**src/rtl/conv_pkg.sv**
```systemverilog
// Shared types and sizing for the convolution input loader: sample width,
// vector length, flat-bus packing constants and the loader FSM state enum.
package conv_pkg;

  localparam int DW    = 4;          // sample width in bits
  localparam int N     = 8;          // samples per vector (x and h each)
  localparam int IW    = $clog2(N);  // index counter width
  localparam int FW    = N * DW;     // flat bus width, lane i at [i*DW +: DW]
  localparam int CNT_W = 8;          // frame counter width

  typedef enum logic [1:0] {
    FILL_X = 2'd0,
    FILL_H = 2'd1,
    WAIT   = 2'd2
  } conv_state_t;

  // Low bit of lane i on a flat bus.
  function automatic int lane_lo(input int i);
    return i * DW;
  endfunction

endpackage

```
**src/rtl/conv_input_loader_if.sv**
```systemverilog
// Handshake and presentation bundle between the sample source, the loader
// and the convolution stage.
interface conv_input_loader_if;
  import conv_pkg::*;

  // Handshake rule for both channels: a transfer happens on a rising edge
  // where valid && ready; valid never waits on ready, and the loader's
  // s_ready depends on its state only.
  logic             s_valid;
  logic [DW-1:0]    s_data;
  logic             s_ready;
  logic             keep_h;
  logic [FW-1:0]    x_flat;
  logic [FW-1:0]    h_flat;
  logic             out_valid;
  logic             out_ready;
  logic [CNT_W-1:0] frame_cnt;

  modport master (
    output s_valid, s_data, keep_h, out_ready,
    input  s_ready, x_flat, h_flat, out_valid, frame_cnt
  );

  modport slave (
    input  s_valid, s_data, keep_h, out_ready,
    output s_ready, x_flat, h_flat, out_valid, frame_cnt
  );

endinterface

```
**src/rtl/conv_sample_bank.sv**
```systemverilog
// N x DW working register bank with indexed write. The flat output already
// includes a write happening this cycle, so a frame can be captured on the
// same edge that its last sample arrives.
module conv_sample_bank
  import conv_pkg::*;
(
  input  logic          clk,
  input  logic          rst,
  input  logic          we,
  input  logic [IW-1:0] widx,
  input  logic [DW-1:0] wdata,
  output logic [FW-1:0] flat
);

  logic [DW-1:0] mem [N];

  always_ff @(posedge clk) begin
    if (rst) begin
      for (int i = 0; i < N; i++) mem[i] <= '0;
    end else if (we) begin
      mem[widx] <= wdata;
    end
  end

  always_comb begin
    flat = '0;
    for (int i = 0; i < N; i++) begin
      flat[lane_lo(i) +: DW] = (we && (widx == IW'(i))) ? wdata : mem[i];
    end
  end

endmodule

```
**src/rtl/conv_input_loader.sv**
```systemverilog
// Double-buffered front end for the 8-tap circular convolution: assembles
// N x samples then N h samples into working banks and presents whole frames.
// Optional coefficient reuse is enabled by defining CONV_LOADER_HKEEP_EN.
module conv_input_loader
  import conv_pkg::*;
(
  input  logic                clk,
  input  logic                rst,
  conv_input_loader_if.slave  bus,
  output conv_state_t         state_dbg
);

  conv_state_t      state, state_n;
  logic [IW-1:0]    idx, idx_n;
  logic             keep_lat, keep_n, keep_req;
  logic             s_ready, accept, last, complete, load;
  logic             wx_we, wh_we;
  logic [FW-1:0]    wx_flat, wh_flat;
  logic [FW-1:0]    ox, oh;
  logic             out_valid;
  logic [CNT_W-1:0] frame_cnt;

  assign s_ready = (state != WAIT);
  assign accept  = bus.s_valid && s_ready;
  assign last    = (idx == IW'(N - 1));

`ifdef CONV_LOADER_HKEEP_EN
  // Coefficients may only be reused once a real h vector has been captured.
  logic have_frame;

  always_ff @(posedge clk) begin
    if (rst)       have_frame <= 1'b0;
    else if (load) have_frame <= 1'b1;
  end

  assign keep_req = bus.keep_h && have_frame;
`else
  logic unused_keep_h;
  assign unused_keep_h = bus.keep_h;
  assign keep_req      = 1'b0;
`endif

  conv_sample_bank u_wx (
    .clk   (clk),
    .rst   (rst),
    .we    (wx_we),
    .widx  (idx),
    .wdata (bus.s_data),
    .flat  (wx_flat)
  );

  conv_sample_bank u_wh (
    .clk   (clk),
    .rst   (rst),
    .we    (wh_we),
    .widx  (idx),
    .wdata (bus.s_data),
    .flat  (wh_flat)
  );

  always_ff @(posedge clk) begin
    if (rst) state <= FILL_X;
    else     state <= state_n;
  end

  always_comb begin
    state_n  = state;
    idx_n    = idx;
    keep_n   = keep_lat;
    wx_we    = 1'b0;
    wh_we    = 1'b0;
    complete = 1'b0;
    load     = 1'b0;
    case (state)
      FILL_X: begin
        if (accept) begin
          wx_we = 1'b1;
          idx_n = idx + IW'(1);
          if (idx == '0) keep_n = keep_req;
          if (last) begin
            idx_n = '0;
            if (keep_lat) complete = 1'b1;
            else          state_n  = FILL_H;
          end
        end
      end
      FILL_H: begin
        if (accept) begin
          wh_we = 1'b1;
          idx_n = idx + IW'(1);
          if (last) begin
            idx_n    = '0;
            complete = 1'b1;
          end
        end
      end
      WAIT: begin
        if (bus.out_ready) begin
          load    = 1'b1;
          state_n = FILL_X;
        end
      end
      default: state_n = FILL_X;
    endcase
    // A finished frame goes straight out unless the output bank is still owned.
    if (complete) begin
      if (!out_valid || bus.out_ready) begin
        load    = 1'b1;
        state_n = FILL_X;
      end else begin
        state_n = WAIT;
      end
    end
  end

  always_ff @(posedge clk) begin
    if (rst) begin
      idx       <= '0;
      keep_lat  <= 1'b0;
      ox        <= '0;
      oh        <= '0;
      out_valid <= 1'b0;
      frame_cnt <= '0;
    end else begin
      idx      <= idx_n;
      keep_lat <= keep_n;
      if (load) begin
        ox        <= wx_flat;
        oh        <= wh_flat;
        out_valid <= 1'b1;
        frame_cnt <= frame_cnt + CNT_W'(1);
      end else if (out_valid && bus.out_ready) begin
        out_valid <= 1'b0;
      end
    end
  end

  assign bus.s_ready   = s_ready;
  assign bus.x_flat    = ox;
  assign bus.h_flat    = oh;
  assign bus.out_valid = out_valid;
  assign bus.frame_cnt = frame_cnt;
  assign state_dbg     = state;

endmodule
```
**src/flat_wrapper.sv**
```systemverilog
// flat-port wrapper written by rule: the top's interface ports become plain ports
module conv_input_loader_flat import conv_pkg::*;
  (clk, rst, state_dbg, bus_s_valid, bus_s_data, bus_keep_h, bus_out_ready, bus_s_ready, bus_x_flat, bus_h_flat, bus_out_valid, bus_frame_cnt);
  conv_input_loader_if bus_i ();
  input  logic clk;
  input  logic rst;
  output conv_state_t state_dbg;
  input wire logic [$bits(bus_i.s_valid)-1:0] bus_s_valid;
  input wire logic [$bits(bus_i.s_data)-1:0] bus_s_data;
  input wire logic [$bits(bus_i.keep_h)-1:0] bus_keep_h;
  input wire logic [$bits(bus_i.out_ready)-1:0] bus_out_ready;
  output wire logic [$bits(bus_i.s_ready)-1:0] bus_s_ready;
  output wire logic [$bits(bus_i.x_flat)-1:0] bus_x_flat;
  output wire logic [$bits(bus_i.h_flat)-1:0] bus_h_flat;
  output wire logic [$bits(bus_i.out_valid)-1:0] bus_out_valid;
  output wire logic [$bits(bus_i.frame_cnt)-1:0] bus_frame_cnt;
  assign bus_i.s_valid = bus_s_valid;
  assign bus_i.s_data = bus_s_data;
  assign bus_i.keep_h = bus_keep_h;
  assign bus_i.out_ready = bus_out_ready;
  assign bus_s_ready = bus_i.s_ready;
  assign bus_x_flat = bus_i.x_flat;
  assign bus_h_flat = bus_i.h_flat;
  assign bus_out_valid = bus_i.out_valid;
  assign bus_frame_cnt = bus_i.frame_cnt;
  conv_input_loader u_core (.clk(clk), .rst(rst), .bus(bus_i), .state_dbg(state_dbg));
endmodule
```
**config.mk**
```make
export PLATFORM = sky130hd
export DESIGN_NAME = conv_input_loader_flat
export DESIGN_NICKNAME = d
export VERILOG_FILES = /design/src/rtl/conv_pkg.sv /design/src/rtl/conv_input_loader_if.sv /design/src/rtl/conv_sample_bank.sv /design/src/rtl/conv_input_loader.sv /design/src/flat_wrapper.sv
export SDC_FILE = /design/constraint.sdc
export NUM_CORES = 1
export LEC_CHECK = 0
export ABC_AREA = 1
export CAP_MARGIN = 15
export CORE_ASPECT_RATIO = 1.1
export CORE_MARGIN = 5
export CORE_UTILIZATION = 30
export CTS_BUF_LIST = sky130_fd_sc_hd__clkbuf_4 sky130_fd_sc_hd__clkbuf_8 sky130_fd_sc_hd__clkbuf_16
export CTS_CLUSTER_DIAMETER = 80
export DETAILED_ROUTE_END_ITERATION = 16
export PLACE_DENSITY = 0.6
export SYNTH_ARGS = -nofsm -noshare
export SYNTH_HDL_FRONTEND = slang
export SYNTH_SLANG_ARGS = --single-unit
```
**constraint.sdc**
```tcl
create_clock -name clk -period 2.5 [get_ports clk]
set_clock_uncertainty 0.05 [all_clocks]
set_input_delay 0.5 -clock clk [delete_from_list [all_inputs] [get_ports clk]]
set_output_delay 0.5 -clock clk [all_outputs]
set_load 0.005 [all_outputs]
```
==> flow_summary.toml <==
[sta]
finalSetupTns_ps = 0
worst_slack_ps = 402
fin_crit_sh = 0.839
setup_viol = 0
max_slew_margin = 0.740
hold_violations = 0
worst_slew_pin_slew_ps = 387
rsz0062_at_grt = "no"
drv_slew = 0
whs_ps = 424
period_minus_slack_ps = 2100
fmaxAchievable_mhz = 477

[route]
routedWlPerCell_um = 12.9
firstDrtPassIters = 4
post-route-drc-count = 0
via_count = 4221
viasPerCell = 4.36
antenna_left = 0
wl_mm = 12.5
first_iter_violations = 251

[grt]
met3_usage = 0.0384
grt_first_pass_wirelength_mm = 20.1
use_met1 = 0.144
groute.usage.overall = 0.118
grt_use_met2 = 0.192
grt_pass1_vias = 3924
grt_remaining_overflow = 0
grt_max_degree = 62
antenna_found_initial = 0
top_usage_layer = "met2"

[clock_tree]
cts_made_buffers = 17
htreeDepth = 4
insertion_delay_ps = 410
root_buffer = "clkbuf_16"
clk_pin_slew_ps = 50
cts_setup_buffers = 0
cts_tree = "done"
postCtsHoldBufs = 0
cts_resized = 0
clock-sinks = 142
clockBufferDepth = 2

[floorplan]
io_pins = 85
die-area_um2 = 21400
initial_core_util = 0.304
fp.dieW_um = 140
core_area_um2 = 18300
die_h_um = 153
rows = 52

[place]
hpwl_mm = 8.46
dp_slack_ps = 182
gp_congestion = 0.782
placement.cell_area_um2 = 6760
placed_cells = 936
port-buffer-count = 83

[cells_and_area]
final_cell_mix = "206 x nor2_1, 93 x nand2_1, 83 x clkdlybuf4s50_1"
fin_util = 0.396
stdcell_count = 968
finalInstanceArea_um2 = 7270
final_common_cell = "nor2_1"
area_growth_pct = 30.2
drive_gt1_frac = 0.0828
fin_nets = 726
antennaDiodeCount = 0

[synthesis]
synth.net_count = 637
syn_area_um2 = 5590
yosysWarnings = 0
synthCells = 623
avgSynthCellArea_um2 = 8.97
synth_cell_types = 29
yosysSeqAreaShare = 0.624
ys_ff_latch = 142

[worst_setup_path]
slowest_delay_ps = 510
crit_family = "buffers and inverters"
cp-start-kind = "flop"
crit_buf_inv = 2
crit_fanout = 6
critPathCaptureType = "output port"
cp.required_ps = 1950
slowest_stage = "clkdlybuf4s50_1"
critical_path_arrival_ps = 1550
crit_chain = "inv_2, nand2_1, clkdlybuf4s50_1"
path_class = "flop to output port"

[pwr]
ir_drop_v = 0.000463
cellPowerDensity_nw_per_um2 = 668
leakage_nw = 2.76
finalPower_mw = 4.86

[min_path]
worstHoldPathType = "flop to flop"

[run]
maxCapViolations = 0

[outcome]
status = "finished, final reports clean"
report_power, final:
group	internal, mW	leakage, nW	switching, mW
Combinational	0.0525	1.20	0.121
Clock	1.31	0.268	0.880
Sequential	2.47	1.29	0.0193
final timing paths:
kind                                           from             end  slack (ps)  cells past startpoint
worst max-delay path            u_core.state_dbg[0]     bus_s_ready         400                      3
worst min-delay path                 bus_x_flat[17]  bus_x_flat[17]         420                      2
worst min register to register       bus_x_flat[17]  bus_x_flat[17]         420                      2
worst max register to register        u_core.idx[1]  bus_h_flat[13]         490                      8
synth_stat cells, drive strengths merged:
library cell,number,area [um^2]
nor2,208,791
nand2,95,367
dfxtp,78,1560
o21ai,69,345
edfxtp,64,1920
inv,27,101
buf,19,103
clkbuf,12,45.0
nand3,11,60.1
a21oi,10,65.1
nand4,9,71.3
nor3,6,30.0
ha,5,62.6
clkinv,4,15.0
nand3b,3,22.5
and3,1,6.26
o22a,1,8.76
xor2,1,8.76
kinds of logic (layout without fill, tap and decap cells):
group                      after synthesis  count (layout)  share of synthesized area
and+or+nand+nor                        333             333                      0.241
DFF                                    142             142                      0.624
AOI/OAI and AO/OA                       80              80                     0.0750
buffers and inverters                   62             164                     0.0473
adders and majority gates                5               5                     0.0112
xor gates and xnor gates                 1               1                    0.00157
registers in the layout, summed over array words and instances, names as in the netlist:
name                  flops
bus_h_flat               32
bus_x_flat               32
u_core.u_wh.mem          32
u_core.u_wx.mem          32
u_core.bus.frame_cnt      8
u_core.idx                3
u_core.state_dbg          2
u_core.bus.out_valid      1
layout make-up:
| class | instances | area, um^2 |
|---|---|---|
| multi-input combinational | 419 | 1840 |
| sequential | 142 | 3480 |
| fill | 1825 | 11100 |
| inverter | 31 | 116 |
| timing repair buffer | 101 | 1020 |
| clock inverter | 9 | 46.3 |
| tap | 243 | 304 |
| clock buffer | 23 | 470 |
routing by layer:
layer | wire length, um | vias to the layer above
met2 | 6080 | 63
met4 | 115 | 0
met5 | 0 | -
met1 | 5750 | 1951
li1 | - | 2201
met3 | 554 | 6
worst register-to-register path, delay by kind of cell, from the launching register on:
| family | cells | cell delay [ps] |
|---|---|---|
| and+or+nand+nor | 4 | 510 |
| DFF | 1 | 470 |
| adders and majority gates | 2 | 440 |
| AOI/OAI and AO/OA | 1 | 230 |
| buffers and inverters | 1 | 170 |
Note: power is estimated with default switching activity, not from simulation.
